==> config.mk <==
export PLATFORM = sky130hd
export DESIGN_NAME = wr_sel_ctrl
export DESIGN_NICKNAME = d
export VERILOG_FILES = /design/src/rtl/wr_sel_ctrl.sv
export SDC_FILE = /design/constraint.sdc
export NUM_CORES = 1
export LEC_CHECK = 0
export ABC_AREA = 1
export CAP_MARGIN = 20
export CORE_MARGIN = 1
export CORE_UTILIZATION = 52
export CTS_CLUSTER_SIZE = 28
export DETAILED_ROUTE_END_ITERATION = 10
export PLACE_DENSITY = 0.92
export SETUP_SLACK_MARGIN = 0.5
export SLEW_MARGIN = 20
export SYNTH_ARGS = -nofsm -noshare
export SYNTH_HDL_FRONTEND = slang
export SYNTH_SLANG_ARGS = --single-unit
==> constraint.sdc <==
create_clock -name clk -period 2.33 [get_ports clk]
set_input_delay 0.466 -clock clk [delete_from_list [all_inputs] [get_ports clk]]
set_output_delay 0.466 -clock clk [all_outputs]
set_load 0.01 [all_outputs]
==> src/rtl/wr_sel_ctrl.sv <==
// wr_sel_ctrl: multicycle control FSM for the register-file write-back path.
// Sequences FETCH -> DECODE -> EXEC -> (MEM) -> (WB) for the supported subset.
// It drives the Mux_WR selector, the register-file write enable, and the
// PC, IR and memory strobes. Outputs are decoded combinationally from the
// state, the opcode/funct latched in DECODE, and the wait counter.
module wr_sel_ctrl #(
    parameter int unsigned MEM_WAIT = 1
) (
    input  logic       clk,
    input  logic       reset,
    input  logic [5:0] opcode,
    input  logic [5:0] funct,
    input  logic       zero,
    output logic [1:0] wr_sel,
    output logic       reg_write,
    output logic       mem_to_reg,
    output logic       mem_read,
    output logic       mem_write,
    output logic       ir_write,
    output logic       pc_write,
    output logic [1:0] pc_src,
    output logic [1:0] alu_op,
    output logic       excp,
    output logic [2:0] state_o
);

    typedef enum logic [2:0] {
        S_RST    = 3'd0,
        S_FETCH  = 3'd1,
        S_DECODE = 3'd2,
        S_EXEC   = 3'd3,
        S_MEM    = 3'd4,
        S_WB     = 3'd5,
        S_EXCP   = 3'd6
    } state_t;

    typedef enum logic [3:0] {
        K_RALU = 4'd0,
        K_JR   = 4'd1,
        K_ADDI = 4'd2,
        K_LW   = 4'd3,
        K_SW   = 4'd4,
        K_BEQ  = 4'd5,
        K_J    = 4'd6,
        K_JAL  = 4'd7,
        K_BAD  = 4'd8
    } kind_t;

    // Last value of the wait counter. An access lasts MEM_WAIT+1 cycles.
    localparam logic [2:0] WAIT_LAST = 3'(MEM_WAIT);

    // Mux_WR select encodings
    localparam logic [1:0] WR_RT  = 2'b00;
    localparam logic [1:0] WR_RD  = 2'b01;
    localparam logic [1:0] WR_R31 = 2'b10;

    // PC source encodings
    localparam logic [1:0] PC_INC = 2'b00;
    localparam logic [1:0] PC_BR  = 2'b01;
    localparam logic [1:0] PC_JMP = 2'b10;
    localparam logic [1:0] PC_RS  = 2'b11;

    // ALU operation encodings
    localparam logic [1:0] ALU_ADD   = 2'b00;
    localparam logic [1:0] ALU_SUB   = 2'b01;
    localparam logic [1:0] ALU_FUNCT = 2'b10;

    state_t     state_r;
    logic [2:0] cnt_r;
    logic [5:0] op_r;
    logic [5:0] funct_r;
    kind_t      kind_s;
    kind_t      dec_kind_s;
    logic       cnt_last_s;

    // Map an opcode/funct pair onto an instruction class. Anything outside
    // the supported subset is reported as K_BAD.
    function automatic kind_t classify(input logic [5:0] op, input logic [5:0] fn);
        kind_t k;
        k = K_BAD;
        case (op)
            6'h00: begin
                case (fn)
                    6'h20, 6'h22, 6'h24, 6'h25, 6'h2A: k = K_RALU;
                    6'h08:                             k = K_JR;
                    default:                           k = K_BAD;
                endcase
            end
            6'h08:   k = K_ADDI;
            6'h23:   k = K_LW;
            6'h2B:   k = K_SW;
            6'h04:   k = K_BEQ;
            6'h02:   k = K_J;
            6'h03:   k = K_JAL;
            default: k = K_BAD;
        endcase
        return k;
    endfunction

    // The latched fields drive EXEC/MEM/WB. The raw fields are decoded only in DECODE.
    assign kind_s     = classify(op_r, funct_r);
    assign dec_kind_s = classify(opcode, funct);
    assign cnt_last_s = (cnt_r == WAIT_LAST);
    assign state_o    = state_r;

    // State sequencing, wait counter and opcode/funct capture
    always_ff @(posedge clk or posedge reset) begin
        if (reset) begin
            state_r <= S_RST;
            cnt_r   <= 3'd0;
            op_r    <= 6'd0;
            funct_r <= 6'd0;
        end else begin
            case (state_r)
                S_RST: begin
                    cnt_r   <= 3'd0;
                    state_r <= S_FETCH;
                end
                S_FETCH: begin
                    if (cnt_last_s) begin
                        cnt_r   <= 3'd0;
                        state_r <= S_DECODE;
                    end else begin
                        cnt_r <= cnt_r + 3'd1;
                    end
                end
                S_DECODE: begin
                    op_r    <= opcode;
                    funct_r <= funct;
                    if (dec_kind_s == K_BAD) begin
                        state_r <= S_EXCP;
                    end else begin
                        state_r <= S_EXEC;
                    end
                end
                S_EXEC: begin
                    case (kind_s)
                        K_RALU, K_ADDI: state_r <= S_WB;
                        K_LW, K_SW:     state_r <= S_MEM;
                        default:        state_r <= S_FETCH;
                    endcase
                end
                S_MEM: begin
                    if (cnt_last_s) begin
                        cnt_r <= 3'd0;
                        if (kind_s == K_LW) begin
                            state_r <= S_WB;
                        end else begin
                            state_r <= S_FETCH;
                        end
                    end else begin
                        cnt_r <= cnt_r + 3'd1;
                    end
                end
                S_WB:    state_r <= S_FETCH;
                S_EXCP:  state_r <= S_FETCH;
                default: begin
                    cnt_r   <= 3'd0;
                    state_r <= S_RST;
                end
            endcase
        end
    end

    // Output decode from the state, the latched class and the wait counter
    always_comb begin
        wr_sel     = WR_RT;
        reg_write  = 1'b0;
        mem_to_reg = 1'b0;
        mem_read   = 1'b0;
        mem_write  = 1'b0;
        ir_write   = 1'b0;
        pc_write   = 1'b0;
        pc_src     = PC_INC;
        alu_op     = ALU_ADD;
        excp       = 1'b0;
        case (state_r)
            S_FETCH: begin
                mem_read = 1'b1;
                alu_op   = ALU_ADD;
                if (cnt_last_s) begin
                    ir_write = 1'b1;
                    pc_write = 1'b1;
                    pc_src   = PC_INC;
                end else begin
                    ir_write = 1'b0;
                    pc_write = 1'b0;
                end
            end
            S_DECODE: begin
                // The ALU computes the branch target in DECODE.
                alu_op = ALU_ADD;
            end
            S_EXEC: begin
                case (kind_s)
                    K_RALU: alu_op = ALU_FUNCT;
                    K_ADDI, K_LW, K_SW: alu_op = ALU_ADD;
                    K_BEQ: begin
                        alu_op   = ALU_SUB;
                        pc_src   = PC_BR;
                        pc_write = zero;
                    end
                    K_J: begin
                        pc_write = 1'b1;
                        pc_src   = PC_JMP;
                    end
                    K_JR: begin
                        pc_write = 1'b1;
                        pc_src   = PC_RS;
                    end
                    K_JAL: begin
                        pc_write   = 1'b1;
                        pc_src     = PC_JMP;
                        reg_write  = 1'b1;
                        wr_sel     = WR_R31;
                        mem_to_reg = 1'b0;
                    end
                    default: alu_op = ALU_ADD;
                endcase
            end
            S_MEM: begin
                if (kind_s == K_LW) begin
                    mem_read = 1'b1;
                end else if (kind_s == K_SW) begin
                    mem_write = 1'b1;
                end else begin
                    mem_read  = 1'b0;
                    mem_write = 1'b0;
                end
            end
            S_WB: begin
                reg_write = 1'b1;
                case (kind_s)
                    K_RALU: begin
                        wr_sel     = WR_RD;
                        mem_to_reg = 1'b0;
                    end
                    K_LW: begin
                        wr_sel     = WR_RT;
                        mem_to_reg = 1'b1;
                    end
                    default: begin
                        wr_sel     = WR_RT;
                        mem_to_reg = 1'b0;
                    end
                endcase
            end
            S_EXCP: begin
                excp = 1'b1;
            end
            default: begin
                excp = 1'b0;
            end
        endcase
    end

endmodule

==> results of run 1 <==
[per-stage QoR]
stage                     worst slack, ns  util, %  hold slack (ns)  power [uW]  TNS (ns)
final                              0.0238     83.9            0.545        2230         0
after CTS                          0.0983     79.4            0.530        1940         0
after floorplan                     0.596        -            0.405        1200         0
after global placement              0.101     71.6            0.481        1440         0
after detailed placement           0.0650     71.6            0.493        1470         0
after global routing              -0.0156     83.9            0.564        2340   -0.0260
[power groups by stage]
| stage | combinational (uW) | clock [uW] | sequential [uW] |
|---|---|---|---|
| after floorplan | 639 | 0 | 562 |
| after global placement | 878 | 0 | 565 |
| after detailed placement | 900 | 0 | 573 |
| after CTS | 1210 | 153 | 575 |
| after global routing | 1560 | 165 | 623 |
| final | 1450 | 156 | 618 |
[layer usage]
layer	vias to the layer above	routed length, microns	GRT usage [%]
met1	744	1600	39.2
met4	0	337	18.0
met2	143	2050	57.1
met5	-	0	0
met3	42	436	6.14
li1	759	-	-
[cells in the mapped netlist]
cell type / number
sky130_fd_sc_hd__o21ai_0: 13
sky130_fd_sc_hd__nor2_1: 32
sky130_fd_sc_hd__a21oi_1: 5
sky130_fd_sc_hd__nor3_1: 1
sky130_fd_sc_hd__a31oi_1: 1
sky130_fd_sc_hd__a211o_1: 1
sky130_fd_sc_hd__and2_2: 1
sky130_fd_sc_hd__buf_2: 1
sky130_fd_sc_hd__or2_1: 1
sky130_fd_sc_hd__nor4_1: 1
sky130_fd_sc_hd__buf_4: 1
sky130_fd_sc_hd__nand2_4: 2
sky130_fd_sc_hd__nand4_1: 2
sky130_fd_sc_hd__inv_1: 31
sky130_fd_sc_hd__dfrtp_1: 18
sky130_fd_sc_hd__inv_2: 5
sky130_fd_sc_hd__nand2_2: 4
sky130_fd_sc_hd__nand3_2: 1
sky130_fd_sc_hd__nand3_1: 21
sky130_fd_sc_hd__nor2_4: 1
sky130_fd_sc_hd__nand2_1: 60
sky130_fd_sc_hd__nor2_2: 5
[logic make-up after synthesis]
| group | after synthesis | share of synthesized area [%] |
|---|---|---|
| simple gates | 132 | 45.5 |
| buf+inv | 38 | 11.4 |
| compound gates | 20 | 8.14 |
| flops | 18 | 34.9 |
[registers in the layout, summed over array words and instances (netlist names)]
signal and count:
cnt_r 3, funct_r 6, op_r 6, state_o 3
[path summary, 6_finish.rpt]
kind,startpoint,to,slack [ns],cells past startpoint
worst max-delay path,op_r[3]$_DFFE_PP0P_,alu_op[1],0.02,11
max in group asynchronous,reset,op_r[1]$_DFFE_PP0P_,1.27,2
worst min-delay path,funct_r[5]$_DFFE_PP0P_,funct_r[5]$_DFFE_PP0P_,0.55,2
worst min register to register,funct_r[5]$_DFFE_PP0P_,funct_r[5]$_DFFE_PP0P_,0.55,2
min in group asynchronous,reset,cnt_r[2]$_DFFE_PP0N_,0.57,2
worst max register to register,op_r[4]$_DFFE_PP0P_,state_o[0]$_DFFE_PP0P_,0.48,10
[critical path: stages (launching register included)]
cell                      delay [ns]
sky130_fd_sc_hd__dfrtp_1        0.41
sky130_fd_sc_hd__inv_2          0.09
sky130_fd_sc_hd__buf_4          0.16
sky130_fd_sc_hd__nor2_4         0.10
sky130_fd_sc_hd__nand3_2        0.11
sky130_fd_sc_hd__nand3_2        0.10
sky130_fd_sc_hd__nand2_2        0.05
sky130_fd_sc_hd__inv_2          0.04
sky130_fd_sc_hd__nand2_2        0.04
sky130_fd_sc_hd__or2_1          0.22
sky130_fd_sc_hd__nor2_1         0.08
sky130_fd_sc_hd__buf_2          0.13
[timing repair]
item	in CTS	in global routing
pin swaps	18	9
gates resized for setup	75	21
setup buffers	17	6
endpoints found under the setup margin	13	16
[final cells by class]
cell class	instances	area share [%]
Sequential cell	18	24.0
Timing Repair Buffer	55	23.9
Tap cell	28	1.83
Multi-Input combinational cell	152	41.9
Clock buffer	3	1.18
Inverter	36	7.21
==> out/qor.txt, run 1 <==
===========================================================================
Iter 0 DRT Violations                                                   132
Routed len/inst                                                15.1 microns
Transition time at the pin with the least slew margin              0.693 ns
Count of buffers from port buffering                                     30
Slew Viols, Final                                                         0
Switching portion of total power                                      49.9%
Top post-synthesis cells by area                               sky130_fd_sc_hd__dfrtp_1, sky130_fd_sc_hd__nand2_1, sky130_fd_sc_hd__nor2_1
Critical path data arrival time                                     1.84 ns
# nets final                                                            281
Relative slew slack                                                   53.8%
Type of the tightest min-delay check                           register to register
Total global routing overflow                                             0
Starting Density                                                      56.7%
Top-area cell type share of the netlist area                          34.9%
Via count of the first global-routing pass                             1513
Int Power                                                           1120 uW
Post-synth cell types                                                    22
Largest net degree at the start of global routing                        22
Clock tree from TritonCTS                                              done
Endpoint required time on the critical path                         1.86 ns
Type of the worst setup path                                   register to output port
Cell Rows                                                                17
Sum of net half-perimeters after detailed placement            2240 microns
Cell count after placement                                              266
Routed wire length                                             4420 microns
Combined flip-flop and latch cell area                            458 sq um
Unrepaired setup endpoints after global routing                        true
Die extent in y                                                51.8 microns
Fraction of the yosys area taken by sequential cells                  34.9%
Via Count                                                              1688
Crit start category                                                register
Initial antenna violation count                                           0
Clock Pin Slew Worst Setup and Hold Paths                           0.10 ns
Final critical-path required period                                 2.31 ns
Post-synth design cell area                                      1290 sq um
CTS Root Cell                                                  sky130_fd_sc_hd__clkbuf_4
Core Footprint                                                   2280 sq um
Final setup vio count                                                     0
Bufs on Longest Clock Path                                                2
Hold buffer count at CTS                                                  0
Biggest fanout along the worst timing path                                3
Fin Clk Skew                                                     0.00159 ns
Latest clock arrival within the worst-skew pair                     0.30 ns
Global Route Usage Sum                                                33.4%
Average vias per placed instance                                       5.78
Syn. warnings                                                             0
Max-cap violations                                                        0
Final period util                                                     99.0%
Wire length of the first global-routing pass                   6490 microns
Number of buffers added by the clock tree synthesis step                  3
Final non-filler cell total                                             292
Diode count                                                               0
Total power divided by cell area                               1170 nW/um^2
Clk network pwr share                                                  7.0%
Die Area                                                         2690 sq um
Gate power share                                                      65.3%
Highest-count cells in the layout ignoring fill and taps       sky130_fd_sc_hd__nand2_1, sky130_fd_sc_hd__inv_1, sky130_fd_sc_hd__nor2_1, sky130_fd_sc_hd__buf_4, sky130_fd_sc_hd__nand3_1
Achievable Freq                                                     434 MHz
Detailed Routing Iterations Pass 1                                        5
Die outline width                                              51.8 microns
Most common cell after layout, fill and taps aside             sky130_fd_sc_hd__nand2_1
Count of unresolved DRC violations after routing                          0
Layout Area Growth over Synthesis                                     47.9%
Register share of total power                                         27.7%
Multi-input logic area                                            801 sq um
Mapped Nets                                                             223
Placed Instance Area                                             1630 sq um
Sinks on Clock Net                                                       18
Synth area leader                                              sky130_fd_sc_hd__dfrtp_1
Flip-flop and latch count after synthesis                                18
Fraction of final layout cells sized beyond drive strength 1          32.2%
Global placer's final weighted congestion                             0.853
Ports                                                                    31
Cell count after synthesis                                              208
Number of hold violations in the final report                             0
Filler instances                                                        131
Area of all placed cells without fillers                         1910 sq um
H-tree level count                                                        1
P_leak                                                           0.00100 uW
Post-Synthesis Mean Instance Area                                6.21 sq um
Worst VDD drop                                                       862 uV
Crit path capture type                                          output port
Result of the run                                              complete, no violations
Net switching component of the power                                1110 uW
Detail Route Antenna Nets                                                 0
===========================================================================
(Power assumes the default switching activity.)
==> inputs of run 2 (changes only) <==
CAP_MARGIN = unset   (was 20)
CORE_ASPECT_RATIO = 1.75   (was unset)
SLEW_MARGIN = 10   (was 20)
==> run 2 against run 1 <==
Effect of this change:
- clock skew up 0.0021 ns
- critical path depth did not move
- critical endpoint is now wr_sel[0]
- routed wire length shrank 12%
==> out/qor.txt, run 2 (synthesis results as in run 1) <==
================================================================================
Number of hold violations in the final report                                  0
Highest-delay cell along the critical path                          sky130_fd_sc_hd__dfrtp_1
Routed len/inst                                                     13.9 microns
Routed length on met2                                               2170 microns
Type of the worst setup path                                        register to output port
Via Count                                                                   1557
Cell Rows                                                                     23
Result of the run                                                   complete, no violations
Crit start category                                                     register
Core Footprint                                                        2330 sq um
Crit path capture type                                               output port
Starting Density                                                           55.4%
Top Registers                                                       funct_r (6), op_r (6)
Unrepaired setup endpoints after global routing                             true
Total power divided by cell area                                    1120 nW/um^2
# nets final                                                                 271
Critical path data arrival time                                          1.83 ns
Instance count on the critical path                                           11
Max-cap violations                                                             0
Fin Clk Skew                                                          0.00370 ns
Type of the tightest min-delay check                                register to register
Cell type group with the largest total delay on the critical path   simple AND/OR/NAND/NOR gates
Placed Instance Area                                                  1630 sq um
Delay contributed by the slowest stage of the critical path              0.43 ns
Highest-count cells in the layout ignoring fill and taps            sky130_fd_sc_hd__nand2_1, sky130_fd_sc_hd__inv_1, sky130_fd_sc_hd__nor2_1, sky130_fd_sc_hd__nand3_1, sky130_fd_sc_hd__clkdlybuf4s50_1
Iter 0 DRT Violations                                                         73
H-tree level count                                                             1
Top Metal Used                                                              met4
Clock Pin Slew Worst Setup and Hold Paths                                0.07 ns
Cell chain of the critical path                                     inv_2, nand2_4, nor2_4, nand2_4, nand3_2, nand2_2, inv_2, nand2_2, or2_1, nor2_1, buf_2
Global placer's final weighted congestion                                  0.795
Initial antenna violation count                                                0
Die outline width                                                   39.7 microns
Total global routing overflow                                                  0
Post-layout total power                                                  2030 uW
Die extent in y                                                     67.9 microns
Count of unresolved DRC violations after routing                               0
Final critical-path required period                                      2.29 ns
Worst VDD drop                                                            632 uV
Final setup vio count                                                          0
Final standard cell utilization of the core                                77.7%
Via count of the first global-routing pass                                  1415
Routed wire length                                                  3900 microns
Average vias per placed instance                                            5.56
Worst hold stages                                                              2
Achievable Freq                                                          436 MHz
Fraction of final layout cells sized beyond drive strength 1               28.2%
Relative slew slack                                                        54.3%
Most common cell after layout, fill and taps aside                  sky130_fd_sc_hd__nand2_1
Diode count                                                                    0
Detailed Routing Iterations Pass 1                                             4
P_leak                                                               0.000959 uW
Die Area                                                              2690 sq um
Ports                                                                         31
CTS Root Cell                                                       sky130_fd_sc_hd__clkbuf_8
Filler instances                                                             161
Final period util                                                          98.4%
Bufs on Longest Clock Path                                                     2
Transition time at the pin with the least slew margin                   0.685 ns
Wire length of the first global-routing pass                        5710 microns
Endpoint required time on the critical path                              1.86 ns
Sinks on Clock Net                                                            18
Hold buffer count at CTS                                                       0
Detail Route met3 WL                                                 172 microns
Area of all placed cells without fillers                              1810 sq um
Number of buffers added by the clock tree synthesis step                       3
Biggest fanout along the worst timing path                                     5
Largest net degree at the start of global routing                             22
Routed length on met1                                               1390 microns
Layout Area Growth over Synthesis                                          40.2%
Sum of net half-perimeters after detailed placement                 2430 microns
Clock tree from TritonCTS                                                   done
Latest clock arrival within the worst-skew pair                          0.26 ns
Global Route Usage Sum                                                     30.5%
Count of buffers from port buffering                                          30
Number of buffers and inverters on the critical path                           3
Slew Viols, Final                                                              0
Detail Route Antenna Nets                                                      0
Worst Reg2Reg Path Length in Cells                                            12
================================================================================
[run 2: worst reg2reg max path, cell delays in order, from the launching register on]
cell	delay, ns
sky130_fd_sc_hd__dfrtp_2	0.45
sky130_fd_sc_hd__nor2_4	0.19
sky130_fd_sc_hd__nand2_1	0.12
sky130_fd_sc_hd__nor2_2	0.16
sky130_fd_sc_hd__nand3_1	0.15
sky130_fd_sc_hd__nand2_2	0.09
sky130_fd_sc_hd__inv_2	0.04
sky130_fd_sc_hd__nand2_2	0.05
sky130_fd_sc_hd__nand2_1	0.05
sky130_fd_sc_hd__nand2_1	0.08
sky130_fd_sc_hd__nand2_1	0.07
sky130_fd_sc_hd__nand2_1	0.06
sky130_fd_sc_hd__nand2_1	0.04
[run 2: where the power goes]
part	internal [uW]	switching, uW	leakage (uW)
Clock	150	107	0.0000288
Combinational	455	711	0.000707
Sequential	453	149	0.000222
[run 2: per-layer routing]
layer | GRT usage [%] | vias to the layer above
met5 | 0 | -
met4 | 19.4 | 0
met3 | 6.17 | 17
met2 | 54.1 | 66
met1 | 30.1 | 737
li1 | - | 737
[run 2: stage by stage]
stage,TNS (ns),worst slack (ns),hold WS (ns),instances
finish,0,0.0382,0.507,280
global route,-0.114,-0.0649,0.536,280
CTS,0,0.132,0.490,276
detailed placement,0,0.0229,0.474,263
global placement,0,0.0770,0.468,263
floorplan,0,0.596,0.405,208
[run 2: repair_timing]
action	CTS	global route
cloned	0	0
setup endpoints to repair	13	16
gates resized for setup	43	36
setup buffers	9	4
pin swaps	3	6
[run 2: worst paths after layout]
path	slack, ns	to	from
max reg2reg	0.68	state_o[2]$_DFFE_PP0P_	op_r[5]$_DFFE_PP0P_
max	0.04	wr_sel[0]	op_r[2]$_DFFE_PP0P_
min	0.51	funct_r[0]$_DFFE_PP0P_	funct_r[0]$_DFFE_PP0P_
min reg2reg	0.51	funct_r[0]$_DFFE_PP0P_	funct_r[0]$_DFFE_PP0P_
max in group asynchronous	1.24	op_r[5]$_DFFE_PP0P_	reset
min in group asynchronous	0.61	cnt_r[2]$_DFFE_PP0N_	reset
[run 2: final cells by class]
type	instances	area, sq um	area share, %
Clock buffer	4	55.1	3.04
Inverter	36	135	7.46
Multi-Input combinational cell	152	768	42.4
Sequential cell	18	454	25.1
Tap cell	25	31.3	1.73
Timing Repair Buffer	45	367	20.2
==> inputs of run 3 (changes only) <==
CORE_UTILIZATION = 34   (was 52)
PLACE_DENSITY = 0.61   (was 0.92)
==> run 3 against run 2 <==
Effect of this change:
- setup slack better by 0.10 ns
- clock skew decreased by 0.00080 ns
- combinational power is essentially flat
- maximum frequency up 4.8%
- cell count grew 8.2%
- core utilization is 26 points lower
- via count fell by 9.5%
- critical path depth fell by 1
- clock power about the same
==> out/qor.txt, run 3 (synthesis results as in run 1) <==
===========================================================================
Count of unresolved DRC violations after routing                          0
Multi-input logic area                                            769 sq um
Wire length of the first global-routing pass                   5600 microns
Detail Route Antenna Nets                                                 0
Die extent in y                                                83.5 microns
Diode count                                                               0
Average vias per placed instance                                       4.65
Number of buffers added by the clock tree synthesis step                  3
Largest net degree at the start of global routing                        22
H-tree level count                                                        1
Total power divided by cell area                               1060 nW/um^2
Sum of net half-perimeters after detailed placement            2520 microns
Ports                                                                    31
Hold buffer count at CTS                                                  0
Final critical-path required period                                 2.19 ns
Area of all placed cells without fillers                         1860 sq um
Type of the worst setup path                                   register to output port
Global placer's final weighted congestion                             0.827
Via count of the first global-routing pass                             1357
Cell Rows                                                                29
Critical path data arrival time                                     1.72 ns
Highest-count cells in the layout ignoring fill and taps       sky130_fd_sc_hd__nand2_1, sky130_fd_sc_hd__inv_1, sky130_fd_sc_hd__nor2_1, sky130_fd_sc_hd__nand3_1, sky130_fd_sc_hd__clkdlybuf4s50_1
Total global routing overflow                                             0
Number of hold violations in the final report                             0
Via Count                                                              1409
Final setup vio count                                                     0
Layout Area Growth over Synthesis                                     44.2%
Routed len/inst                                                10.6 microns
Crit start category                                                register
Most common cell after layout, fill and taps aside             sky130_fd_sc_hd__nand2_1
Global Route Usage Sum                                                17.5%
Worst VDD drop                                                       432 uV
Clock tree from TritonCTS                                              done
Iter 0 DRT Violations                                                    18
Fin Clk Skew                                                     0.00290 ns
Type of the tightest min-delay check                           register to register
Core Footprint                                                   3630 sq um
Detailed Routing Iterations Pass 1                                        4
Crit path capture type                                          output port
Latest clock arrival within the worst-skew pair                     0.25 ns
Bufs on Longest Clock Path                                                2
Die Area                                                         4060 sq um
Routed wire length                                             3200 microns
Biggest fanout along the worst timing path                                4
Sinks on Clock Net                                                       18
Result of the run                                              complete, no violations
P_leak                                                          0.000963 uW
Starting Density                                                      35.6%
Final setup TNS                                                        0 ns
Filler instances                                                        388
Slew Viols, Final                                                         0
CTS Root Cell                                                  sky130_fd_sc_hd__clkbuf_8
Achievable Freq                                                     457 MHz
Relative slew slack                                                   54.8%
Initial antenna violation count                                           0
Final period util                                                     93.9%
Unrepaired setup endpoints after global routing                        true
Combined flip-flop and latch cell area                            453 sq um
Fraction of final layout cells sized beyond drive strength 1          26.5%
Count of buffers from port buffering                                     30
Clock Pin Slew Worst Setup and Hold Paths                           0.07 ns
Max-cap violations                                                        0
Placed Instance Area                                             1650 sq um
Top Registers                                                  funct_r (6), op_r (6)
# nets final                                                            273
Endpoint required time on the critical path                         1.86 ns
Transition time at the pin with the least slew margin              0.677 ns
Die outline width                                              48.6 microns
===========================================================================
run 3: changes by cell type in the layout (fill, tap and decap cells not counted), moves of 2 or more:
| cell | before | now |
|---|---|---|
| sky130_fd_sc_hd__buf_2 | 7 | 9 |
| sky130_fd_sc_hd__clkbuf_2 | 4 | 1 |
| sky130_fd_sc_hd__inv_1 | 27 | 31 |
| sky130_fd_sc_hd__nor2_1 | 21 | 23 |
| sky130_fd_sc_hd__buf_6 | 2 | 4 |
| sky130_fd_sc_hd__inv_2 | 9 | 5 |
run 3: area by class of cell:
cell class / instances / share of cell area [%]
sequential: 18 / 24.3
inverter: 36 / 7.26
tap: 46 / 3.09
multi-input combinational: 152 / 41.3
timing repair buffer: 47 / 21.0
clock buffer: 4 / 2.96
run 3: final timing paths:
check | startpoint | to | slack, ns | depth (start not counted)
setup / recovery | op_r[4]$_DFFE_PP0P_ | wr_sel[0] | 0.14 | 10
hold / removal | funct_r[0]$_DFFE_PP0P_ | funct_r[0]$_DFFE_PP0P_ | 0.49 | 2
setup reg to reg | state_o[1]$_DFFE_PP0P_ | state_o[2]$_DFFE_PP0P_ | 0.81 | 11
hold reg to reg | funct_r[0]$_DFFE_PP0P_ | funct_r[0]$_DFFE_PP0P_ | 0.49 | 2
max in group asynchronous | reset | op_r[5]$_DFFE_PP0P_ | 1.23 | 2
min in group asynchronous | reset | funct_r[3]$_DFFE_PP0P_ | 0.63 | 2
run 3: what timing repair did:
item | in CTS | in global routing
buffers inserted | 12 | 3
resized for setup | 59 | 15
endpoints found under the setup margin | 13 | 15
pin swaps | 6 | 4
run 3: metrics by stage:
step / hold WS (ns) / setup slack, ns / util (%) / std cells / total power (uW)
2_1_floorplan: 0.405 / 0.596 / - / 208 / 1200
3_3_place_gp: 0.470 / 0.0768 / 45.5 / 284 / 1470
3_5_place_dp: 0.474 / 0.0427 / 45.5 / 284 / 1480
4_1_cts: 0.492 / 0.147 / 49.8 / 300 / 1930
5_1_grt: 0.527 / 0.0264 / 51.3 / 303 / 2160
6_report: 0.491 / 0.142 / 51.3 / 303 / 1970
run 3: report_power, final:
part	internal [uW]	switching, uW
sequential	451	124
clock	150	106
combinational	492	650
run 3: worst max-delay path, cell delays in order (launching register included):
cell and delay, ns:
sky130_fd_sc_hd__dfrtp_2 0.44, sky130_fd_sc_hd__nor2_4 0.16, sky130_fd_sc_hd__buf_6 0.12, sky130_fd_sc_hd__nand3_2 0.08, sky130_fd_sc_hd__nand3_2 0.09, sky130_fd_sc_hd__nand2_2 0.06
sky130_fd_sc_hd__inv_2 0.05, sky130_fd_sc_hd__nand2_2 0.04, sky130_fd_sc_hd__or2_1 0.22, sky130_fd_sc_hd__nor2_1 0.08, sky130_fd_sc_hd__buf_2 0.13
run 3: routing by layer:
| metal | vias to the layer above | global-route usage, % | routed length, microns |
|---|---|---|---|
| met1 | 635 | 16.3 | 1140 |
| met5 | - | 0 | 0 |
| met2 | 26 | 36.5 | 1920 |
| li1 | 742 | - | - |
| met3 | 6 | 1.28 | 58 |
| met4 | 0 | 7.75 | 82 |
